$ cat config.mk
export PLATFORM = sky130hd
export DESIGN_NAME = vga_pattern_gen
export DESIGN_NICKNAME = d
export VERILOG_FILES = /design/src/rtl/vga_pattern_gen_pkg.sv /design/src/rtl/vga_pattern_gen_timing.sv /design/src/rtl/vga_pattern_gen.sv
export SDC_FILE = /design/constraint.sdc
export NUM_CORES = 1
export LEC_CHECK = 0
export CELL_PAD_IN_SITES_DETAIL_PLACEMENT = 1
export CELL_PAD_IN_SITES_GLOBAL_PLACEMENT = 1
export CORE_AREA = 2 2 100 102
export DETAILED_ROUTE_END_ITERATION = 6
export DIE_AREA = 0 0 102 104
export GPL_TIMING_DRIVEN = 0
export PLACE_DENSITY_LB_ADDON = 0.3
export SLEW_MARGIN = 40
export SYNTH_ARGS = -nofsm -noshare
export SYNTH_HDL_FRONTEND = slang
export SYNTH_SLANG_ARGS = --single-unit
$ cat constraint.sdc
create_clock -name i_clk -period 3.7 [get_ports i_clk]
set_clock_uncertainty 0.15 [all_clocks]
set_input_delay 0.37 -clock i_clk [delete_from_list [all_inputs] [get_ports i_clk]]
set_output_delay 0.37 -clock i_clk [all_outputs]
set_load 0.02 [all_outputs]
$ cat src/rtl/vga_pattern_gen_pkg.sv
// Shared pattern enum, pixel struct and colour-bar table for the VGA pattern generator.
package vga_pkg;

   localparam int COLOR_W = 4;

   typedef enum logic [1:0] {
      QUAD  = 2'd0,
      BARS  = 2'd1,
      CHECK = 2'd2,
      SOLID = 2'd3
   } pattern_e;

   typedef struct packed {
      logic [COLOR_W-1:0] r;
      logic [COLOR_W-1:0] g;
      logic [COLOR_W-1:0] b;
   } rgb_t;

   // {R,G,B} on/off mask per bar, bar 0 (white) in the low slot, bar 7 (black) in the high slot.
   localparam logic [7:0][2:0] BAR_TABLE = {
      3'b000, 3'b001, 3'b100, 3'b101, 3'b010, 3'b011, 3'b110, 3'b111
   };

endpackage

$ cat src/rtl/vga_pattern_gen_timing.sv
// Pixel-rate divider, horizontal/vertical counters and raw sync/active decode.
module vga_timing #(
   parameter int H_ACTIVE = 800,
   parameter int H_FP     = 56,
   parameter int H_SYNC   = 120,
   parameter int H_BP     = 64,
   parameter int V_ACTIVE = 600,
   parameter int V_FP     = 37,
   parameter int V_SYNC   = 6,
   parameter int V_BP     = 23,
   parameter int CLK_DIV  = 2,
   localparam int H_TOTAL = H_ACTIVE + H_FP + H_SYNC + H_BP,
   localparam int V_TOTAL = V_ACTIVE + V_FP + V_SYNC + V_BP,
   localparam int HW      = $clog2(H_TOTAL),
   localparam int VW      = $clog2(V_TOTAL)
) (
   input  logic          i_clk,
   input  logic          i_rst,
   output logic          o_tick,
   output logic [HW-1:0] o_h,
   output logic [VW-1:0] o_v,
   output logic          o_hSyncOn,
   output logic          o_vSyncOn,
   output logic          o_active,
   output logic          o_firstPixel
);

   localparam int DW = (CLK_DIV > 1) ? $clog2(CLK_DIV) : 1;

   logic [DW-1:0] r_div;
   logic [HW-1:0] r_h;
   logic [VW-1:0] r_v;

   assign o_tick = (r_div == DW'(CLK_DIV - 1));

   always_ff @(posedge i_clk) begin
      if (!i_rst) begin
         r_div <= '0;
         r_h   <= '0;
         r_v   <= '0;
      end else if (o_tick) begin
         r_div <= '0;
         if (r_h == HW'(H_TOTAL - 1)) begin
            r_h <= '0;
            if (r_v == VW'(V_TOTAL - 1)) begin
               r_v <= '0;
            end else begin
               r_v <= r_v + 1'b1;
            end
         end else begin
            r_h <= r_h + 1'b1;
         end
      end else begin
         r_div <= r_div + 1'b1;
      end
   end

   assign o_h          = r_h;
   assign o_v          = r_v;
   assign o_hSyncOn    = (r_h >= HW'(H_ACTIVE + H_FP)) && (r_h <= HW'(H_ACTIVE + H_FP + H_SYNC - 1));
   assign o_vSyncOn    = (r_v >= VW'(V_ACTIVE + V_FP)) && (r_v <= VW'(V_ACTIVE + V_FP + V_SYNC - 1));
   assign o_active     = (r_h < HW'(H_ACTIVE)) && (r_v < VW'(V_ACTIVE));
   assign o_firstPixel = (r_h == '0) && (r_v == '0);

endmodule

$ cat src/rtl/vga_pattern_gen.sv
// VGA timing plus four runtime-selectable test patterns; every output is registered
// on the pixel tick and describes the pixel whose counters were current at that tick.
module vga_pattern_gen #(
   parameter int   H_ACTIVE   = 800,
   parameter int   H_FP       = 56,
   parameter int   H_SYNC     = 120,
   parameter int   H_BP       = 64,
   parameter int   V_ACTIVE   = 600,
   parameter int   V_FP       = 37,
   parameter int   V_SYNC     = 6,
   parameter int   V_BP       = 23,
   parameter logic HSYNC_POL  = 1'b0,
   parameter logic VSYNC_POL  = 1'b0,
   parameter int   CLK_DIV    = 2,
   parameter int   COLOR_W    = 4,
   parameter int   CHECK_LOG2 = 5,
   localparam int  H_TOTAL    = H_ACTIVE + H_FP + H_SYNC + H_BP,
   localparam int  V_TOTAL    = V_ACTIVE + V_FP + V_SYNC + V_BP,
   localparam int  HW         = $clog2(H_TOTAL),
   localparam int  VW         = $clog2(V_TOTAL)
) (
   input  logic                 i_clk,
   input  logic                 i_rst,
   input  logic [1:0]           i_mode,
   input  logic [3*COLOR_W-1:0] i_fgColor,
   output logic                 o_hsync,
   output logic                 o_vsync,
   output logic [COLOR_W-1:0]   o_red,
   output logic [COLOR_W-1:0]   o_green,
   output logic [COLOR_W-1:0]   o_blue,
   output logic                 o_de,
   output logic                 o_frameStart,
   output logic [HW-1:0]        o_hcount,
   output logic [VW-1:0]        o_vcount
);

   import vga_pkg::*;

   localparam logic [COLOR_W-1:0] MAX  = '1;
   localparam logic [COLOR_W-1:0] HALF = COLOR_W'(1 << (COLOR_W - 1));
   localparam int                 BAR_W = H_ACTIVE / 8;

   logic          w_tick;
   logic [HW-1:0] w_h;
   logic [VW-1:0] w_v;
   logic          w_hSyncOn;
   logic          w_vSyncOn;
   logic          w_active;
   logic          w_firstPixel;

   vga_timing #(
      .H_ACTIVE (H_ACTIVE),
      .H_FP     (H_FP),
      .H_SYNC   (H_SYNC),
      .H_BP     (H_BP),
      .V_ACTIVE (V_ACTIVE),
      .V_FP     (V_FP),
      .V_SYNC   (V_SYNC),
      .V_BP     (V_BP),
      .CLK_DIV  (CLK_DIV)
   ) u_timing (
      .i_clk        (i_clk),
      .i_rst        (i_rst),
      .o_tick       (w_tick),
      .o_h          (w_h),
      .o_v          (w_v),
      .o_hSyncOn    (w_hSyncOn),
      .o_vSyncOn    (w_vSyncOn),
      .o_active     (w_active),
      .o_firstPixel (w_firstPixel)
   );

   pattern_e             r_mode;
   logic [3*COLOR_W-1:0] r_fg;
   pattern_e             w_mode;
   logic [3*COLOR_W-1:0] w_fg;
   logic [2:0]           w_barIdx;
   logic [2:0]           w_barMask;
   logic                 w_checkOn;
   logic                 w_left;
   logic                 w_top;
   logic [COLOR_W-1:0]   w_r;
   logic [COLOR_W-1:0]   w_g;
   logic [COLOR_W-1:0]   w_b;

   // The frame's first pixel already uses the newly sampled mode and colour.
   assign w_mode    = w_firstPixel ? pattern_e'(i_mode) : r_mode;
   assign w_fg      = w_firstPixel ? i_fgColor : r_fg;
   assign w_barIdx  = (w_h >= HW'(7 * BAR_W)) ? 3'd7 : 3'(w_h / HW'(BAR_W));
   assign w_barMask = BAR_TABLE[w_barIdx];
   assign w_checkOn = w_h[CHECK_LOG2] ^ w_v[CHECK_LOG2];
   assign w_left    = (w_h < HW'(H_ACTIVE / 2));
   assign w_top     = (w_v < VW'(V_ACTIVE / 2));

   always_comb begin
      w_r = '0;
      w_g = '0;
      w_b = '0;
      if (w_active) begin
         case (w_mode)
            QUAD: begin
               if (w_top && w_left) begin
                  w_r = HALF;
               end else if (w_top) begin
                  w_g = HALF;
               end else if (w_left) begin
                  w_b = HALF;
               end else begin
                  w_r = HALF;
                  w_g = HALF;
               end
            end
            BARS: begin
               w_r = w_barMask[2] ? MAX : '0;
               w_g = w_barMask[1] ? MAX : '0;
               w_b = w_barMask[0] ? MAX : '0;
            end
            CHECK: begin
               if (w_checkOn) begin
                  {w_r, w_g, w_b} = w_fg;
               end
            end
            default: begin
               {w_r, w_g, w_b} = w_fg;
            end
         endcase
      end
   end

   logic               r_hsync;
   logic               r_vsync;
   logic [COLOR_W-1:0] r_red;
   logic [COLOR_W-1:0] r_green;
   logic [COLOR_W-1:0] r_blue;
   logic               r_de;
   logic               r_frameStart;
   logic [HW-1:0]      r_hcount;
   logic [VW-1:0]      r_vcount;

   always_ff @(posedge i_clk) begin
      if (!i_rst) begin
         r_mode       <= QUAD;
         r_fg         <= '0;
         r_hsync      <= ~HSYNC_POL;
         r_vsync      <= ~VSYNC_POL;
         r_red        <= '0;
         r_green      <= '0;
         r_blue       <= '0;
         r_de         <= 1'b0;
         r_frameStart <= 1'b0;
         r_hcount     <= '0;
         r_vcount     <= '0;
      end else begin
         r_frameStart <= 1'b0;
         if (w_tick) begin
            if (w_firstPixel) begin
               r_mode <= pattern_e'(i_mode);
               r_fg   <= i_fgColor;
            end
            r_hsync      <= w_hSyncOn ? HSYNC_POL : ~HSYNC_POL;
            r_vsync      <= w_vSyncOn ? VSYNC_POL : ~VSYNC_POL;
            r_red        <= w_r;
            r_green      <= w_g;
            r_blue       <= w_b;
            r_de         <= w_active;
            r_frameStart <= w_firstPixel;
            r_hcount     <= w_h;
            r_vcount     <= w_v;
         end
      end
   end

   assign o_hsync      = r_hsync;
   assign o_vsync      = r_vsync;
   assign o_red        = r_red;
   assign o_green      = r_green;
   assign o_blue       = r_blue;
   assign o_de         = r_de;
   assign o_frameStart = r_frameStart;
   assign o_hcount     = r_hcount;
   assign o_vcount     = r_vcount;

endmodule
After elaboration in Yosys (flattened, before gate mapping) --
Memories as Yosys holds them, arrays and structs flattened. Cells that the tools add are included.
Storage, ports and cells: output and inout port bits 37, logic and storage cells 74, input bits 16, bits in read-only memories 24, memories kept 1, register bits 73
Cells by class: muxes and demuxes 28, order comparisons 10, equality and inequality tests 4, bitwise gates (word level) 2, div/mod/pow operators 1, reduce and logical (&&, ||, !) cells 11, add/sub/neg operators 3
Memories:
- (name not given) | words 8, width 3, rd ports 1, clocked after memory_dff 0, write ports 0, line vga_pattern_gen.sv:90 | assign w_barMask = BAR_TABLE[w_barIdx];
Operators by type and width (number):
- 4-bit two-way mux | 17
- 4-bit one-hot mux with 3 select lines | 3
- 11-bit by 10-bit >= comparator with 1-bit output, second input constant | 2
- 12-bit two-way mux | 1
- 11-bit by 1-bit adder with 11-bit output, second input constant | 1
- 11-bit by 7-bit divider with 11-bit output, second input constant | 1
- 11-bit == test, second input constant | 1
- 11-bit by 10-bit less-or-equal comparator with 1-bit output, second input constant | 1
- 11-bit logical NOT | 1
- 11-bit by 10-bit less-than comparator with 1-bit output, second input constant | 1
- 11-bit by 9-bit less-than comparator with 1-bit output, second input constant | 1
- 11-bit two-way mux | 1
- 10-bit by 1-bit adder with 10-bit output, second input constant | 1
- 10-bit == test, second input constant | 1
- 10-bit >= comparator, second input constant | 1
- 10-bit less-or-equal comparator, second input constant | 1
- 10-bit logical NOT | 1
- 10-bit less-than comparator, second input constant | 1
- 10-bit by 9-bit less-than comparator with 1-bit output, second input constant | 1
- 10-bit two-way mux | 1
- 3-bit two-way mux | 2
- 1-bit logical AND | 5
- 3-bit by 4-bit less-than comparator with 1-bit output, second input constant | 1
- 2-bit AND reduction | 2
- other kinds (9) | 10

Logic depth before layout (Yosys ltp) --
Gate-level depths: netlist (run 1).
depth in word-level cells 7, gate-level depth with buffers 11, gate-level depth less buffers 10

By module --
A second synthesis (run 1) with hierarchy kept.
Unflattened totals: cell total of the unflattened synthesis 512, area total of the unflattened synthesis 4329.2 sq um
Modules (own cells, without submodules):
- vga_pattern_gen | times used 1, area each 3061.7 sq um, cells an instance 358
- vga_timing | times used 1, area each 1267.5 sq um, cells an instance 154

Least setup slack after synthesis (run 1) --
OpenSTA, ideal clock, no wires.
path type register to register, start reg u_timing.r_h[7] (netlist: u_timing.o_h[7]), end reg r_blue[3] (netlist: o_blue[3]), library setup time 0.132 ns, stages on the path, launching flop included 10, path slack 1.199 ns, path buffers 1, arrival 2.219 ns, clock period less this slack 2.501 ns, path through dfxtp_1 > buf_4 > or2_1 > a311o_1 > a22o_1 > o311a_1 > nor3_2 > and4b_1 > nand4bb_4 > o211ai_2
On the way: cells in the longest elaborated chain, start to end 7, elaborated cells between the ends (all ways) 23
RTL lines:
- start: declaration | line vga_pattern_gen_timing.sv:31 | logic [HW-1:0] r_h;
- start signal: assignment | line vga_pattern_gen_timing.sv:51 | r_h <= r_h + 1'b1;
- 11-bit by 7-bit divider with 11-bit output or 11-bit by 10-bit >= comparator with 1-bit output (tied branches) | line vga_pattern_gen.sv:89 | assign w_barIdx = (w_h >= HW'(7 * BAR_W)) ? 3'd7 : 3'(w_h / HW'(BAR_W));
- 3-bit two-way mux | line vga_pattern_gen.sv:89
- memory 8 x 3 bit
- 3-bit two-way mux (implied by the code) | line vga_pattern_gen.sv:90
- 4-bit two-way mux | line vga_pattern_gen.sv:116 | w_b = w_barMask[0] ? MAX : '0;
- 4-bit one-hot mux with 3 select lines | line vga_pattern_gen.sv:100 | case (w_mode)
- 4-bit two-way mux * | line vga_pattern_gen.sv:99 | if (w_active) begin
- end signal: assignment | line vga_pattern_gen.sv:164 | r_blue <= w_b;
- end: declaration | line vga_pattern_gen.sv:134 | logic [COLOR_W-1:0] r_blue;
Every way passes the cells marked *; elsewhere a longest branch is shown, timed or not. The select of a mux whose other input is x is not followed. A chain may end at the register's enable or synchronous reset.

Final worst setup path (run 1) --
start reg u_timing.r_h[8] (netlist: u_timing.o_h[8]), end reg r_red[0] (netlist: o_red[0])
On the way: cells in the longest elaborated chain, start to end 7, elaborated cells between the ends (all ways) 21
RTL lines:
- 11-bit by 7-bit divider with 11-bit output or 11-bit by 10-bit >= comparator with 1-bit output (tied branches) | line vga_pattern_gen.sv:89
- 3-bit two-way mux | line vga_pattern_gen.sv:89
- memory 8 x 3 bit
- 3-bit two-way mux (implied by the code) | line vga_pattern_gen.sv:90
- 4-bit two-way mux | line vga_pattern_gen.sv:114 | w_r = w_barMask[2] ? MAX : '0;
- 4-bit one-hot mux with 3 select lines | line vga_pattern_gen.sv:100
- 4-bit two-way mux * | line vga_pattern_gen.sv:99
- end signal: assignment | line vga_pattern_gen.sv:162 | r_red <= w_r;
- end: declaration | line vga_pattern_gen.sv:132 | logic [COLOR_W-1:0] r_red;
Marks and branches as above.

==> implementation parameters, run 1 <==
Parameter                              Value

Floorplan
  Initial Util    0.450
  Die Height    104 um
  Total core area    0.00955 mm^2
  Number of cell rows    36
  Width of the die    102 um
  IO Count    53
  Area enclosed by the die boundary    0.0106 mm^2

Clock network
  Resized cells post-CTS    0
  Clock slew at reported path FFs    90 ps
  Maximum number of buffers from clock root to sink    2
  CTS H-tree lvls    3
  Clock Sinks    73
  TritonCTS Buffers    9
  Total of hold buffers inserted after clock tree synthesis    0
  Insertion delay to the later sink of the worst-skew pair    370 ps
  Postcts setup bufs    0
  Root buffer cell    sky130_fd_sc_hd__clkbuf_8
  CTS tree    built

Pwr
  Share of total power in sequential cells    0.489
  Internal Pwr Total    1240 uW
  Clock power frac    0.384
  Comb pwr share    0.127
  Worst VDD drop    0.221 mV
  Switching share of power    0.267
  Areal power density over the cells    327 mW/mm^2
  Leak pwr    0.00195 uW
  Switch Pwr    453 uW

Critical path
  Master of the slowest instance on the critical path    sky130_fd_sc_hd__mux2i_1
  Cells traversed along the worst timing path    buf_2 > buf_6 > nor2_2 > nand4_2 > nor3_2 > buf_4 > mux2i_1 > a21o_1 > inv_1 > nand2_1 > o211ai_1
  Worst Path Arrival    3270 ps
  Setup crit start kind    register
  Worst setup path class    reg -> reg
  Max incr delay on CP    400 ps
  Crit path max-delay family    simple AND/OR/NAND/NOR gates
  Worst-path maximum fanout    10
  Required time at the worst-slack endpoint    3790 ps
  Combined buffer and inverter count along the critical path    4
  Capturing element type of the critical path    register

Yosys
  Primary flip-flop cell chosen by synthesis mapping    sky130_fd_sc_hd__dfxtp_1
  Count of distinct cell types in the synthesized netlist    75
  Cell area after synthesis    0.00430 mm^2
  Gate Count Post-Synth    501
  Avg Inst Size Synth    8.58 um^2
  Fraction of registers with async set/reset    0
  Total of flip-flops plus latches after synthesis    73
  Warnings, synthesis    0
  EDFF count, synth    0
  Net count of the mapped netlist    526
  Fraction of the yosys area taken by sequential cells    0.340

Global route
  Vias in the first global route    4133
  Global-route wire length before repair    21200 um
  Total global-route track usage    0.253
  Maximum number of pins on one net before global-route repair    13
  Antenna violations before repair    0
  GRT Residual Overflow    0

Cells and area
  Share of the core filled with cells in the final layout    0.543
  Highest-count cells in the layout ignoring fill and taps    sky130_fd_sc_hd__dfxtp_1 (73), sky130_fd_sc_hd__nand2_1 (57), sky130_fd_sc_hd__clkdlybuf4s50_1 (51), sky130_fd_sc_hd__mux2i_1 (34), sky130_fd_sc_hd__nor2b_1 (28)
  Area added between synthesis and finish    20.5%
  Number of nets in the finished design    588
  Share of layout cells above drive strength 1    0.0775
  Footprint of the flip-flops and latches    0.00146 mm^2
  Commonest non-fill, non-tap cell in the layout    sky130_fd_sc_hd__dfxtp_1
  Number of fillers in the final layout    1169
  Combined area of the multi-input logic cells    0.00261 mm^2
  Antenna diodes    0

STA
  Unrepaired setup endpoints after global routing    false
  Final Critical Period    3180 ps
  Fmax    315 MHz
  Portion of the clock cycle consumed by the worst path in the final layout    0.859
  Count of endpoints failing setup in the final report    0
  Worst Tran Pin Value    826 ps
  Max Transition Viols Final    0
  Final hold vios    0
  Remaining max-slew budget at the tightest pin    0.449
  Fin Setup TNS    0 ps

Routing
  DRT Pass-1 Iters    5
  First-iteration detailed-routing DRC count    141
  Wirelength, routed    13000 um
  Wire length per cell    18.5 um
  Vias per cell    5.74
  Post-route antenna net violation count    0
  Number of design rule violations left after detail routing    0
  DR vias    4023

Status
  Run status    finished, final reports clean

Flow run
  Maximum capacitance violations    0

Placed design
  Final GP Congestion    0.900
  Number of input and output port buffers inserted    51
  DPL Wire Length    9560 um

Hold path
  Path type of the worst min-delay path    reg -> reg
-- worst paths after layout --
kind | end | slack (ps) | depth (start not counted) | from
setup / recovery | o_red[0]$_SDFFE_PN0P_ | 520 | 11 | u_timing.o_h[8]$_SDFFE_PN0P_
hold / removal | r_fg[4]$_SDFFE_PN0P_ | 310 | 2 | r_fg[4]$_SDFFE_PN0P_
setup reg to reg | o_red[0]$_SDFFE_PN0P_ | 520 | 11 | u_timing.o_h[8]$_SDFFE_PN0P_
hold reg to reg | r_fg[4]$_SDFFE_PN0P_ | 310 | 2 | r_fg[4]$_SDFFE_PN0P_
-- synth_stat cells, types with 10 or more instances --
library cell	number	area share
sky130_fd_sc_hd__a21boi_0	11	0.019
sky130_fd_sc_hd__a21oi_1	16	0.019
sky130_fd_sc_hd__clkbuf_1	23	0.020
sky130_fd_sc_hd__dfxtp_1	73	0.34
sky130_fd_sc_hd__mux2i_1	34	0.079
sky130_fd_sc_hd__nand2_1	57	0.050
sky130_fd_sc_hd__nand3_1	16	0.019
sky130_fd_sc_hd__nor2_1	25	0.022
sky130_fd_sc_hd__nor2b_1	28	0.041
sky130_fd_sc_hd__nor3_1	12	0.014
sky130_fd_sc_hd__o21ai_0	23	0.027
sky130_fd_sc_hd__xor2_1	10	0.020
-- worst min-delay path: cells and delay by family, from the launching register on --
| kind | cells | cell delay, ps |
|---|---|---|
| DFF | 1 | 320 |
| AOI/OAI and AO/OA | 1 | 60 |
| and+or+nand+nor | 1 | 50 |
-- layout make-up --
cell class / instances / share of cell area
repair buffers: 51 / 0.0985
flip-flops and latches: 73 / 0.282
inverters: 11 / 0.00797
multi-input cells: 376 / 0.504
plain buffers: 41 / 0.0374
well taps: 133 / 0.0321
clock buffers: 12 / 0.0280
clock inverters: 4 / 0.00990
-- layer usage --
layer	up-vias	part of all wire	global-route usage
li1	1920	-	-
met1	1972	0.45	0.329
met4	0	0.019	0.0924
met2	109	0.49	0.419
met3	22	0.043	0.0417
met5	-	0	0
-- sequential cells by signal, summed over array words and instances (netlist names) --
| register | cells |
|---|---|
| o_hcount | 11 |
| o_red | 4 |
| u_timing.o_tick | 1 |
| o_de | 1 |
| u_timing.o_v | 10 |
| o_green | 4 |
| o_frameStart | 1 |
| u_timing.o_h | 11 |
| r_mode | 2 |
| o_vcount | 10 |
| o_vsync | 1 |
| o_blue | 4 |
| o_hsync | 1 |
| r_fg | 12 |
-- kinds of logic (layout without fill, tap and decap cells) --
group                      Yosys count  after routing  share of synthesized area
AOI/OAI and AO/OA                  120            120                      0.210
xor gates and xnor gates            18             18                     0.0367
adders and majority gates           10             10                     0.0285
buffers and inverters               52            119                     0.0547
DFF                                 73             73                      0.340
muxes                               36             36                     0.0844
and+or+nand+nor                    192            192                      0.246
-- metrics by stage --
step	setup slack (ps)	cell area [um^2]	hold slack, ps	std cells	total power (uW)
after floorplan	1200	4300	290	501	977
after global placement	663	4980	297	685	1050
after detailed placement	558	4990	306	685	1060
after CTS	558	5180	319	701	1710
after global routing	165	5180	342	701	1750
final	521	5180	315	701	1690
-- power by group through the flow --
stage	registers [uW]	logic (uW)	clock network, uW
after global placement	843	207	0
after floorplan	857	120	0
final	827	215	650
after detailed placement	846	216	0
after global routing	830	235	689
after CTS	827	216	662
Power figures use the tool's default switching activity.
==> run 2: changes to the inputs <==
--- a/config.mk
+++ b/config.mk
@@ -12,7 +12,7 @@
 export DIE_AREA = 0 0 102 104
 export GPL_TIMING_DRIVEN = 0
 export PLACE_DENSITY_LB_ADDON = 0.3
-export SLEW_MARGIN = 40
+export SKIP_CTS_REPAIR_TIMING = 1
 export SYNTH_ARGS = -nofsm -noshare
 export SYNTH_HDL_FRONTEND = slang
 export SYNTH_SLANG_ARGS = --single-unit
==> run 2 against run 1 <==
Hold slack better by 1.1 ps; fmax grew 1.1%; clock-buffer cell count is the same; global-route usage is 0.23 points higher; clock power increased by 1%; non-clock buffer count stayed put; flip-flop and latch count unchanged; core utilization fell by 0.079 points; setup slack better by 35 ps.
==> implementation parameters, run 2 (synthesis results as in run 1) <==
Parameter                              Value

Critical path
  Required time at the worst-slack endpoint    3790 ps (about the same)
  Capturing element type of the critical path    register
  Master of the slowest instance on the critical path    sky130_fd_sc_hd__mux2i_1
  Cells traversed along the worst timing path    buf_2 > buf_6 > nor2_2 > nand4_2 > nor3_2 > buf_4 > mux2i_1 > a21o_1 > inv_1 > nand2_1 > o211ai_1
  Max incr delay on CP    400 ps (about the same)
  Worst Path Arrival    3240 ps (-30 ps)
  First element of the critical path    u_timing.o_h[8]$_SDFFE_PN0P_
  Worst-path maximum fanout    10 (unchanged)
  Worst setup path class    reg -> reg
  Setup crit start kind    register
  Register-to-Register Setup Slack    560 ps (+30 ps)
  Launch point of the worst reg-to-reg path    u_timing.o_h[8]$_SDFFE_PN0P_

Placed design
  Final GP Congestion    0.900 (unchanged)
  DPL Wire Length    9560 um (about the same)
  Count of placed standard cells including taps    685 (unchanged)
  Post-placement worst setup slack    594 ps (+35.9 ps)
  Number of input and output port buffers inserted    51 (unchanged)

Cells and area
  Antenna diodes    0 (unchanged)
  Share of the core filled with cells in the final layout    0.542 (-0.000786)
  Share of layout cells above drive strength 1    0.0775 (unchanged)
  Area added between synthesis and finish    20.3%
  Number of flip-flops in the largest register    12 (unchanged)
  Final instance count without filler cells    701 (unchanged)
  Commonest non-fill, non-tap cell in the layout    sky130_fd_sc_hd__dfxtp_1
  Number of nets in the finished design    588 (unchanged)
  Largest register by flop count    r_fg
  Highest-count cells in the layout ignoring fill and taps    sky130_fd_sc_hd__dfxtp_1 (73), sky130_fd_sc_hd__nand2_1 (57), sky130_fd_sc_hd__clkdlybuf4s50_1 (51), sky130_fd_sc_hd__mux2i_1 (34), sky130_fd_sc_hd__nor2b_1 (28)

Routing
  Wire length per cell    18.7 um (+1.3%)
  Post-route antenna net violation count    0 (unchanged)
  Number of design rule violations left after detail routing    0 (unchanged)
  DR vias    4043 (+0.50%)
  First-iteration detailed-routing DRC count    152 (+7.8%)
  Vias per cell    5.77 (+0.50%)
  Wirelength, routed    13100 um (+1.3%)
  DRT Pass-1 Iters    4 (-1)

Flow run
  Maximum capacitance violations    0 (unchanged)

STA
  Final setup slack of the worst path    556 ps (+34.8 ps)
  Fmax    318 MHz (+1.1%)
  Fin Setup TNS    0 ps (unchanged)
  Remaining max-slew budget at the tightest pin    0.383 (-0.0664)
  Count of endpoints failing setup in the final report    0 (unchanged)
  Worst Tran Pin Value    918 ps (+92.0 ps)
  Final Critical Period    3140 ps (-34.8 ps)
  Unrepaired setup endpoints after global routing    false
  Portion of the clock cycle consumed by the worst path in the final layout    0.850 (-0.00941)
  Final hold vios    0 (unchanged)
  Max Transition Viols Final    0 (unchanged)

Floorplan
  Initial Util    0.450 (unchanged)
  Die Height    104 um (unchanged)
  Total core area    0.00955 mm^2 (unchanged)
  Area enclosed by the die boundary    0.0106 mm^2 (unchanged)
  Width of the die    102 um (unchanged)
  Number of cell rows    36 (unchanged)
  IO Count    53 (unchanged)

Hold path
  Hold Path Origin    r_fg[4]$_SDFFE_PN0P_
  Path type of the worst min-delay path    reg -> reg

Clock network
  CTS tree    built
  Root buffer cell    sky130_fd_sc_hd__clkbuf_8
  Maximum number of buffers from clock root to sink    2 (unchanged)
  Insertion delay to the later sink of the worst-skew pair    370 ps (about the same)
  Clock Sinks    73 (unchanged)
  CTS H-tree lvls    3 (unchanged)
  TritonCTS Buffers    9 (unchanged)
  Clock slew at reported path FFs    90 ps (about the same)

Global route
  Vias in the first global route    4203 (+1.7%)
  Maximum number of pins on one net before global-route repair    13 (unchanged)
  Antenna violations before repair    0 (unchanged)
  Total global-route track usage    0.256 (+0.00234)
  GRT Residual Overflow    0 (unchanged)
  Global-route wire length before repair    21500 um (+1.2%)

Pwr
  Areal power density over the cells    328 mW/mm^2 (+0.47%)
  Leak pwr    0.00195 uW (about the same)
  Worst VDD drop    0.277 mV (+25%)

Status
  Run status    finished, final reports clean
-- run 2: critical path, delay by kind of cell, from the launching register on --
family / cells / cell delay (ps)
muxes: 1 / 400
DFF: 1 / 350
and+or+nand+nor: 4 / 1050
AOI/OAI and AO/OA: 2 / 390
buffers and inverters: 4 / 690
-- run 2: layer usage --
layer | vias to the layer above | track usage | wire length (um)
met5 | - | 0 | 0
met4 | 0 | 0.0790 | 143
met3 | 13 | 0.0585 | 462
met2 | 86 | 0.416 | 6480
met1 | 2020 | 0.334 | 6040
li1 | 1924 | - | -
-- run 2: power breakdown --
group          switching (uW)  internal, uW
registers                16.0           811
logic                     118          95.9
clock network             325           332
-- run 2: stage by stage --
stage / hold slack, ps / power [uW] / area [um^2]
2_1_floorplan: 290 / 977 / 4300
3_3_place_gp: 297 / 1050 / 4980
3_5_place_dp: 306 / 1060 / 4980
4_1_cts: 319 / 1710 / 5170
5_1_grt: 342 / 1760 / 5170
6_report: 316 / 1700 / 5170
-- run 2: path summary, 6_finish.rpt --
| path | cells after the start | to |
|---|---|---|
| setup / recovery | 11 | o_red[0]$_SDFFE_PN0P_ |
| hold / removal | 2 | r_fg[4]$_SDFFE_PN0P_ |
| setup reg to reg | 11 | o_red[0]$_SDFFE_PN0P_ |
| hold reg to reg | 2 | r_fg[4]$_SDFFE_PN0P_ |
-- run 2: final cells by class --
| class | count | area, um^2 |
|---|---|---|
| multi-input cells | 376 | 2600 |
| fillers | 1159 | 4370 |
| well taps | 133 | 166 |
| clock buffers | 12 | 145 |
| flip-flops and latches | 73 | 1460 |
| repair buffers | 51 | 510 |
| inverters | 11 | 41.3 |
| plain buffers | 41 | 194 |
| clock inverters | 4 | 52.6 |
==> run 3: changes to the inputs <==
--- a/config.mk
+++ b/config.mk
@@ -7,9 +7,9 @@
 export LEC_CHECK = 0
 export CELL_PAD_IN_SITES_DETAIL_PLACEMENT = 1
 export CELL_PAD_IN_SITES_GLOBAL_PLACEMENT = 1
-export CORE_AREA = 2 2 100 102
+export CORE_AREA = 2 2 110 112
 export DETAILED_ROUTE_END_ITERATION = 6
-export DIE_AREA = 0 0 102 104
+export DIE_AREA = 0 0 112 114
 export GPL_TIMING_DRIVEN = 0
 export PLACE_DENSITY_LB_ADDON = 0.3
 export SKIP_CTS_REPAIR_TIMING = 1
==> constraint.sdc (replaced) <==
create_clock -name i_clk -period 2.8 [get_ports i_clk]
set_clock_uncertainty 0.15 [all_clocks]
set_input_delay 0.28 -clock i_clk [delete_from_list [all_inputs] [get_ports i_clk]]
set_output_delay 0.28 -clock i_clk [all_outputs]
set_load 0.02 [all_outputs]
==> run 3 against run 2 <==
Largest cell class unchanged; die area increased by 20%; wire length up 2.4%; hold slack lost 15 ps.
==> implementation parameters, run 3 (synthesis results as in run 1) <==
Parameter                              Value

Routing
  DR vias    4034 (-0.22%)
  Vias per cell    5.64 (-2.2%)
  First-iteration detailed-routing DRC count    160 (+5.3%)
  DRT Pass-1 Iters    4 (unchanged)
  Post-route antenna net violation count    0 (unchanged)
  Wirelength, routed    13500 um (+2.4%)
  Number of design rule violations left after detail routing    0 (unchanged)
  Wire length per cell    18.8 um (+0.43%)

STA
  Count of endpoints failing setup in the final report    0 (unchanged)
  Final setup slack of the worst path    134 ps (-421 ps)
  Final hold vios    0 (unchanged)
  Worst Tran Pin Value    947 ps (+29.5 ps)
  Fin Setup TNS    0 ps (unchanged)
  Fmax    375 MHz (+18%)
  Remaining max-slew budget at the tightest pin    0.363 (-0.0198)
  Final Critical Period    2670 ps (-479 ps)
  Portion of the clock cycle consumed by the worst path in the final layout    0.952 (+0.102)
  Max Transition Viols Final    0 (unchanged)

Floorplan
  IO Count    53 (unchanged)
  Die Height    114 um (+9.6%)
  Total core area    0.0117 mm^2 (+23%)
  Area enclosed by the die boundary    0.0128 mm^2 (+20%)
  Number of cell rows    40 (+11%)
  Initial Util    0.367 (-0.0831)
  Width of the die    112 um (+9.8%)

Cells and area
  Area added between synthesis and finish    28.4%
  Antenna diodes    0 (unchanged)
  Commonest non-fill, non-tap cell in the layout    sky130_fd_sc_hd__dfxtp_1
  Highest-count cells in the layout ignoring fill and taps    sky130_fd_sc_hd__dfxtp_1 (73), sky130_fd_sc_hd__nand2_1 (56), sky130_fd_sc_hd__clkdlybuf4s50_1 (51), sky130_fd_sc_hd__mux2i_1 (32), sky130_fd_sc_hd__nor2b_1 (28)
  Number of nets in the finished design    589 (+0.17%)
  Total non-filler cell area in the finished layout    0.00552 mm^2 (+6.7%)
  Share of layout cells above drive strength 1    0.130 (+0.0528)
  Largest register by flop count    r_fg
  Number of flip-flops in the largest register    12 (unchanged)
  Final instance count without filler cells    715 (+2.0%)

Critical path
  Required time at the worst-slack endpoint    2870 ps (-920 ps)
  Capturing element type of the critical path    register
  Worst Path Arrival    2740 ps (-500 ps)
  Worst setup path class    reg -> reg
  Worst-path maximum fanout    10 (unchanged)
  Setup crit start kind    register

Global route
  Antenna violations before repair    0 (unchanged)
  Total global-route track usage    0.214 (-0.0420)
  Global-route wire length before repair    22000 um (+2.2%)
  GRT Residual Overflow    0 (unchanged)
  Vias in the first global route    4209 (+0.14%)
  Maximum number of pins on one net before global-route repair    13 (unchanged)

Clock network
  CTS tree    built
  Root buffer cell    sky130_fd_sc_hd__clkbuf_16
  Maximum number of buffers from clock root to sink    2 (unchanged)
  Clock Sinks    73 (unchanged)
  TritonCTS Buffers    9 (unchanged)
  Clock slew at reported path FFs    60 ps (-30 ps)
  CTS H-tree lvls    3 (unchanged)
  Insertion delay to the later sink of the worst-skew pair    330 ps (-40 ps)

Pwr
  Leak pwr    0.00210 uW (+7.5%)
  Worst VDD drop    0.358 mV (+29%)
  Areal power density over the cells    498 mW/mm^2 (+52%)
  Total design power    2750 uW (+62%)

Placed design
  DPL Wire Length    9710 um (+1.7%)
  Post-placement worst setup slack    -317 ps (-911 ps)
  Number of input and output port buffers inserted    51 (unchanged)
  Count of placed standard cells including taps    699 (+2.0%)
  Cell area after placement    0.00499 mm^2 (+0.35%)
  Final GP Congestion    0.908 (+0.83%)

Status
  Run status    finished, final reports clean

Hold path
  Path type of the worst min-delay path    reg -> reg

Flow run
  Maximum capacitance violations    0 (unchanged)
[run 3: cell types whose count changed in the layout (fill, tap and decap cells not counted), sizes merged]
cell      delta
buf          -2
bufinv       +2
clkbuf       +2
clkinv       -4
clkinvlp     +1
inv          +1
[run 3: critical path: stages (launching register included)]
cell	delay [ps]
sky130_fd_sc_hd__dfxtp_1	290
sky130_fd_sc_hd__clkbuf_1	230
sky130_fd_sc_hd__nor4b_2	400
sky130_fd_sc_hd__nand2_1	200
sky130_fd_sc_hd__nor3_4	220
sky130_fd_sc_hd__buf_6	200
sky130_fd_sc_hd__clkbuf_4	270
sky130_fd_sc_hd__mux2i_1	350
sky130_fd_sc_hd__nand2_1	100
sky130_fd_sc_hd__o211a_1	120
[run 3: layout make-up]
type / count / area, um^2
fill: 1375 / 6190
multi-input combinational: 376 / 2720
sequential: 73 / 1460
timing repair buffer: 55 / 541
clock buffer: 11 / 253
buffer: 38 / 216
tap: 147 / 184
clock inverter: 4 / 98.8
inverter: 11 / 45.0
[run 3: worst paths after layout]
kind	cells past startpoint	slack [ps]	from	to
max	9	130	u_timing.o_v[8]$_SDFFE_PN0P_	r_fg[2]$_SDFFE_PN0P_
min	1	300	o_de$_SDFFE_PN0P_	o_de$_SDFFE_PN0P_
max reg2reg	9	130	u_timing.o_v[8]$_SDFFE_PN0P_	r_fg[2]$_SDFFE_PN0P_
min reg2reg	1	300	o_de$_SDFFE_PN0P_	o_de$_SDFFE_PN0P_
[run 3: stage by stage]
step | util | hold slack, ps
3_5_place_dp | 0.426 | 297
3_3_place_gp | 0.426 | 290
5_1_grt | 0.472 | 324
2_1_floorplan | - | 277
6_report | 0.472 | 301
4_1_cts | 0.457 | 311
[run 3: routing by layer]
layer | wire length, um | GRT usage | part of all wire
met5 | 0 | 0 | 0
met4 | 240 | 0.0724 | 0.018
met3 | 307 | 0.0383 | 0.023
met2 | 6660 | 0.366 | 0.50
met1 | 6240 | 0.273 | 0.46
[run 3: report_power, final]
part | total (uW) | switching (uW) | internal (uW)
clock | 1350 | 435 | 917
sequential | 1100 | 21.4 | 1070
combinational | 302 | 162 | 140
total | 2750 | 618 | 2130
